File: config.mk
export PLATFORM = sky130hd
export DESIGN_NAME = svnet_fifo_wr_arbiter
export DESIGN_NICKNAME = d
export VERILOG_FILES = /design/src/rtl/svnet_arb_pkg.sv /design/src/rtl/svnet_rr_picker.sv /design/src/rtl/svnet_fifo_wr_arbiter.sv
export SDC_FILE = /design/constraint.sdc
export NUM_CORES = 1
export LEC_CHECK = 0
export CAP_MARGIN = 0
export CORE_AREA = 4 4 41 43
export CTS_CLUSTER_SIZE = 28
export DETAILED_ROUTE_END_ITERATION = 6
export DIE_AREA = 0 0 45 47
export PLACE_DENSITY = 0.62
export SETUP_SLACK_MARGIN = 0.15
export SLEW_MARGIN = 15
export SYNTH_ARGS = -nofsm -noshare
export SYNTH_HDL_FRONTEND = slang
export SYNTH_SLANG_ARGS = --single-unit
File: constraint.sdc
create_clock -name clk -period 1.3 [get_ports clk]
set_input_delay 0.13 -clock clk [delete_from_list [all_inputs] [get_ports clk]]
set_output_delay 0.13 -clock clk [all_outputs]
set_load 0.1 [all_outputs]
File: src/rtl/svnet_arb_pkg.sv
// Shared types and helpers for the svnet FIFO write-port arbiter.
// rr_pick is the behavioural reference for the rotate-priority search used by svnet_rr_picker.
package svnet_arb_pkg;

    // Upper bound on requester count handled by rr_pick.
    localparam int RR_MAX_N = 64;

    typedef enum logic {
        ARB_OPEN   = 1'b0,
        ARB_LOCKED = 1'b1
    } arb_state_e;

    function automatic int owner_width(input int n);
        return (n > 1) ? $clog2(n) : 1;
    endfunction

    // First set index scanning ptr, ptr+1, ... modulo n; 0 when nothing is set.
    function automatic int rr_pick(input logic [RR_MAX_N-1:0] req, input int ptr, input int n);
        int pick;
        int idx;
        pick = 0;
        for (int k = RR_MAX_N - 1; k >= 0; k--) begin
            if (k < n) begin
                idx = ptr + k;
                if (idx >= n) begin
                    idx = idx - n;
                end
                if (req[idx]) begin
                    pick = idx;
                end
            end
        end
        return pick;
    endfunction

endpackage

File: src/rtl/svnet_rr_picker.sv
// Combinational rotate-priority encoder: picks the first requester at or after ptr, wrapping modulo N.
module svnet_rr_picker
    import svnet_arb_pkg::*;
#(
    parameter int N  = 2,
    parameter int PW = 1
) (
    input  logic [N-1:0]  req,
    input  logic [PW-1:0] ptr,
    output logic [N-1:0]  onehot,
    output logic [PW-1:0] index
);

    logic [RR_MAX_N-1:0] req_ext;

    always_comb begin
        req_ext        = '0;
        req_ext[N-1:0] = req;
        index          = PW'(rr_pick(req_ext, int'(ptr), N));
    end

    generate
        for (genvar gi = 0; gi < N; gi++) begin : g_onehot
            assign onehot[gi] = req[gi] && (index == PW'(gi));
        end
    endgenerate

endmodule

File: src/rtl/svnet_fifo_wr_arbiter.sv
// Round-robin arbiter with bounded burst locking sharing one FIFO write port among N producers.
// The write is registered, so space_ok discounts the write already in flight.
module svnet_fifo_wr_arbiter
    import svnet_arb_pkg::*;
#(
    parameter int N         = 2,
    parameter int WIDTH     = 1,
    parameter int DEPTH     = 1,
    parameter int MAX_BURST = 4,
    localparam int FSW      = $clog2(DEPTH) + 1,
    localparam int OW       = owner_width(N),
    localparam int BW       = $clog2(MAX_BURST + 1)
) (
    input  logic                      clk,
    input  logic                      rst,
    input  logic [N-1:0]              req,
    input  logic [N-1:0][WIDTH-1:0]   req_data,
    output logic [N-1:0]              gnt,
    input  logic [FSW-1:0]            fifo_free_space,
    output logic                      fifo_write,
    output logic [WIDTH-1:0]          fifo_write_data,
    output logic [OW-1:0]             owner,
    output logic                      locked
);

    arb_state_e         state_q, state_d;
    logic [OW-1:0]      rr_q, rr_d;
    logic [BW-1:0]      burst_q, burst_d;
    logic [OW-1:0]      owner_q, owner_d;
    logic               wr_q, wr_d;
    logic [WIDTH-1:0]   wdata_q, wdata_d;

    logic               space_ok;
    logic [N-1:0]       owner_onehot;
    logic [N-1:0]       pick_onehot;
    logic [OW-1:0]      pick_index;
    logic [OW-1:0]      winner;
    logic [BW-1:0]      burst_new;

    function automatic logic [OW-1:0] wrap_inc(input logic [OW-1:0] x);
        return (int'(x) == N - 1) ? '0 : x + OW'(1);
    endfunction

    // fifo_free_space does not yet include the write landing at this edge.
    assign space_ok = fifo_free_space > FSW'(wr_q);

    generate
        for (genvar gi = 0; gi < N; gi++) begin : g_owner_onehot
            assign owner_onehot[gi] = (owner_q == OW'(gi));
        end
    endgenerate

    svnet_rr_picker #(
        .N  (N),
        .PW (OW)
    ) u_picker (
        .req    (req),
        .ptr    (rr_q),
        .onehot (pick_onehot),
        .index  (pick_index)
    );

    always_comb begin
        gnt       = '0;
        winner    = pick_index;
        state_d   = state_q;
        rr_d      = rr_q;
        burst_d   = burst_q;
        owner_d   = owner_q;
        wr_d      = 1'b0;
        wdata_d   = wdata_q;
        burst_new = '0;

        if (state_q == ARB_LOCKED) begin
            winner = owner_q;
            if (space_ok && req[owner_q]) begin
                gnt = owner_onehot;
            end
        end else if (space_ok && (|req)) begin
            gnt = pick_onehot;
        end

        if (rst) begin
            gnt = '0;
        end

        if (|gnt) begin
            wr_d      = 1'b1;
            wdata_d   = req_data[winner];
            owner_d   = winner;
            burst_new = (state_q == ARB_LOCKED) ? burst_q + BW'(1) : BW'(1);
            if (int'(burst_new) < MAX_BURST) begin
                state_d = ARB_LOCKED;
                burst_d = burst_new;
            end else begin
                state_d = ARB_OPEN;
                burst_d = '0;
                rr_d    = wrap_inc(winner);
            end
        end else if ((state_q == ARB_LOCKED) && !req[owner_q]) begin
            // Owner went idle mid-burst: hand the port on. A pure space stall keeps the lock.
            state_d = ARB_OPEN;
            burst_d = '0;
            rr_d    = wrap_inc(owner_q);
        end
    end

    always_ff @(posedge clk) begin
        if (rst) begin
            state_q <= ARB_OPEN;
            rr_q    <= '0;
            burst_q <= '0;
            owner_q <= '0;
            wr_q    <= 1'b0;
            wdata_q <= '0;
        end else begin
            state_q <= state_d;
            rr_q    <= rr_d;
            burst_q <= burst_d;
            owner_q <= owner_d;
            wr_q    <= wr_d;
            wdata_q <= wdata_d;
        end
    end

    assign fifo_write      = wr_q;
    assign fifo_write_data = wdata_q;
    assign owner           = owner_q;
    assign locked          = (state_q == ARB_LOCKED);

    a_gnt_onehot0: assert property (@(posedge clk) disable iff (rst) $onehot0(gnt));
    a_gnt_has_req: assert property (@(posedge clk) disable iff (rst) (gnt & ~req) == '0);
    a_no_full_write: assert property (@(posedge clk) disable iff (rst) fifo_write |-> (fifo_free_space != '0));

endmodule
==> impl_metrics.env <==
export IMPL_outcome="finished with violations"
export IMPL_violations="setup timing"
export IMPL_antenna_left=0
export IMPL_postRouteWirelength_um=1430
export IMPL_clk_latency_ps=260
export IMPL_grt_antenna_before_repair=0
export IMPL_gp_congestion=0.722
export IMPL_power_density_nw_per_um2=888
export IMPL_ys_seq_area_frac=0.322
export IMPL_ios=13
export IMPL_path_clk_slew_ps=50
export IMPL_worst_slew_pin_slew_ps=286
export IMPL_cts_buffer_depth=2
export IMPL_clock_sinks=7
export IMPL_final_period_utilization=1.14
export IMPL_synth_cell_types=31
export IMPL_crit_type="reg -> out"
export IMPL_gr_total_overflow=0
export IMPL_drc=0
export IMPL_h_tree_depth=1
export IMPL_num_fill_cells=99
export IMPL_skew_ps=1.52
export IMPL_grt_pass1_wl_um=2410
export IMPL_rows=13
export IMPL_syn_area_um2=435
export IMPL_synth_edff_count=0
export IMPL_io_buffers=12
export IMPL_wl_per_cell_um=15.5
export IMPL_die_x_um=45
export IMPL_cp_start_kind="flip-flop"
export IMPL_grtUsageTotal=0.163
export IMPL_post_route_util=0.699
export IMPL_finalSetupViolCount=5
export IMPL_grt_pass1_vias=517
export IMPL_initial_core_util=0.335
export IMPL_synthDominantCellAreaShare=0.322
export IMPL_crit_fanout=3
export IMPL_drt_iter0_markers=10
export IMPL_setup_slack_ps=-183
export IMPL_hold_class="in -> reg"
export IMPL_seq_area_um2=153
export IMPL_numCtsBuffers=3
export IMPL_synth_avg_cell_area_um2=8.89
export IMPL_synth_largest_area_cell="dfxtp_1"
export IMPL_area_growth_pct=109
export IMPL_yosys_register_bits=7
export IMPL_final_cell_mix="buf_4, buf_12, clkdlybuf4s50_1, buf_6"
export IMPL_drive_gt1_frac=0.597
export IMPL_yosys_warnings=0
export IMPL_dp_hpwl_um=966
export IMPL_dr_total_vias=497
export IMPL_cap_violations=0
export IMPL_dr_pass1_iters=4
export IMPL_antennaDiodeCount=0
export IMPL_syn_num_nets=57
export IMPL_nets=86
export IMPL_cp_required_ps=1170
export IMPL_fmax_mhz=674
export IMPL_layout_commonest_cell="buf_4"
export IMPL_die_area_um2=2120
export IMPL_ys_top_cells_by_area="dfxtp_1, nor2b_1, mux2i_1, o21ai_0, a21oi_1"
export IMPL_core_um2=1300
export IMPL_grt_max_degree=8
export IMPL_cts_root_buf="clkbuf_4"
export IMPL_syn_inst=49
export IMPL_hold_viol_final=0
export IMPL_hold_slack_ps=512
export IMPL_p_leak_nw=0.344
export IMPL_cts_tree="done"
export IMPL_max_slew_margin=0.808
export IMPL_end_kind="output port"
export IMPL_multiInputGateArea_um2=398
export IMPL_peakVddDrop_uv=635
export IMPL_async_flop_share=0
export IMPL_dpl_cell_count=84
export IMPL_slew_viol_final=0
export IMPL_vias_per_cell=5.40
export IMPL_synth_main_ff_cell="dfxtp_1"
export IMPL_rsz0062_at_grt="true"
export IMPL_critPathArrivalTime_ps=1350
export IMPL_final_cells=92
export IMPL_dieHeight_um=47
export IMPL_min_period_ps=1480
## through the flow
| stage | worst slack [ps] | power (mW) | area (um^2) | setup TNS [ps] |
|---|---|---|---|---|
| finish | -183 | 0.808 | 910 | -400 |
| global route | -215 | 0.840 | 910 | -607 |
| CTS | -185 | 0.808 | 906 | -387 |
| detailed placement | -267 | 0.569 | 791 | -1820 |
| global placement | -241 | 0.566 | 791 | -1700 |
| floorplan | -350 | 0.449 | 539 | -447 |
## synthesized netlist by cell type, types with 2 or more instances
library cell and n:
mux2i_1 2, nand3_1 2, nor2b_1 4, o21ai_0 4, nor2_1 3, dfxtp_1 7
a21oi_1 3
## final cells by class
| type | count | area share |
|---|---|---|
| Multi-Input combinational cell | 39 | 0.437 |
| Tap cell | 15 | 0.0206 |
| Inverter | 1 | 0.00413 |
| Sequential cell | 7 | 0.168 |
| Timing Repair Buffer | 26 | 0.341 |
| Clock buffer | 4 | 0.0289 |
## registers in the layout, indices dropped and copies added (netlist names)
signal,cells
locked,1
owner,1
burst_q,2
fifo_write,1
rr_q,1
fifo_write_data,1
## repair_timing
item / 4_1_cts / 5_1_grt
endpoints found under the setup margin: 9 / 9
pin swaps: 7 / 2
hold buffers: 0 / 0
gates resized for setup: 10 / 1
buffers inserted: 4 / 0
## kinds of logic (layout without fill, tap and decap cells)
kind of cell	Yosys count	count (layout)	share of synthesized area
AOI/OAI and AO/OA	16	16	0.253
adders and majority gates	1	1	0.0287
buffers and inverters	3	31	0.0460
DFF	7	7	0.322
muxes	2	2	0.0460
and+or+nand+nor	20	20	0.305
## metal layers
| metal | track usage | part of all wire |
|---|---|---|
| met1 | 0.179 | 0.41 |
| met2 | 0.291 | 0.51 |
| met3 | 0.0498 | 0.058 |
| met4 | 0.0702 | 0.014 |
| met5 | 0 | 0 |
## final timing paths
check,startpoint,end,slack [ps],cells after the start
hold reg to reg,fifo_write_data$_SDFFE_PP0P_,fifo_write_data$_SDFFE_PP0P_,530,2
setup reg to reg,fifo_write$_SDFF_PP0_,fifo_write_data$_SDFFE_PP0P_,-40,4
setup / recovery,fifo_write$_SDFF_PP0_,gnt[1],-180,4
hold / removal,req_data[0],fifo_write_data$_SDFFE_PP0P_,510,3
## critical path, cell delays in order, from the launching register on
cell and delay (ps):
dfxtp_4 360, nand4bb_4 200, buf_6 140, nor3_4 190, buf_12 200
## report_power, final
group | leakage, nW | switching (mW) | internal [mW]
clock network | 0.0150 | 0.0858 | 0.117
logic | 0.270 | 0.187 | 0.160
registers | 0.0598 | 0.0271 | 0.231
total | 0.344 | 0.299 | 0.508
No activity file was read; power rests on OpenSTA's default activity.
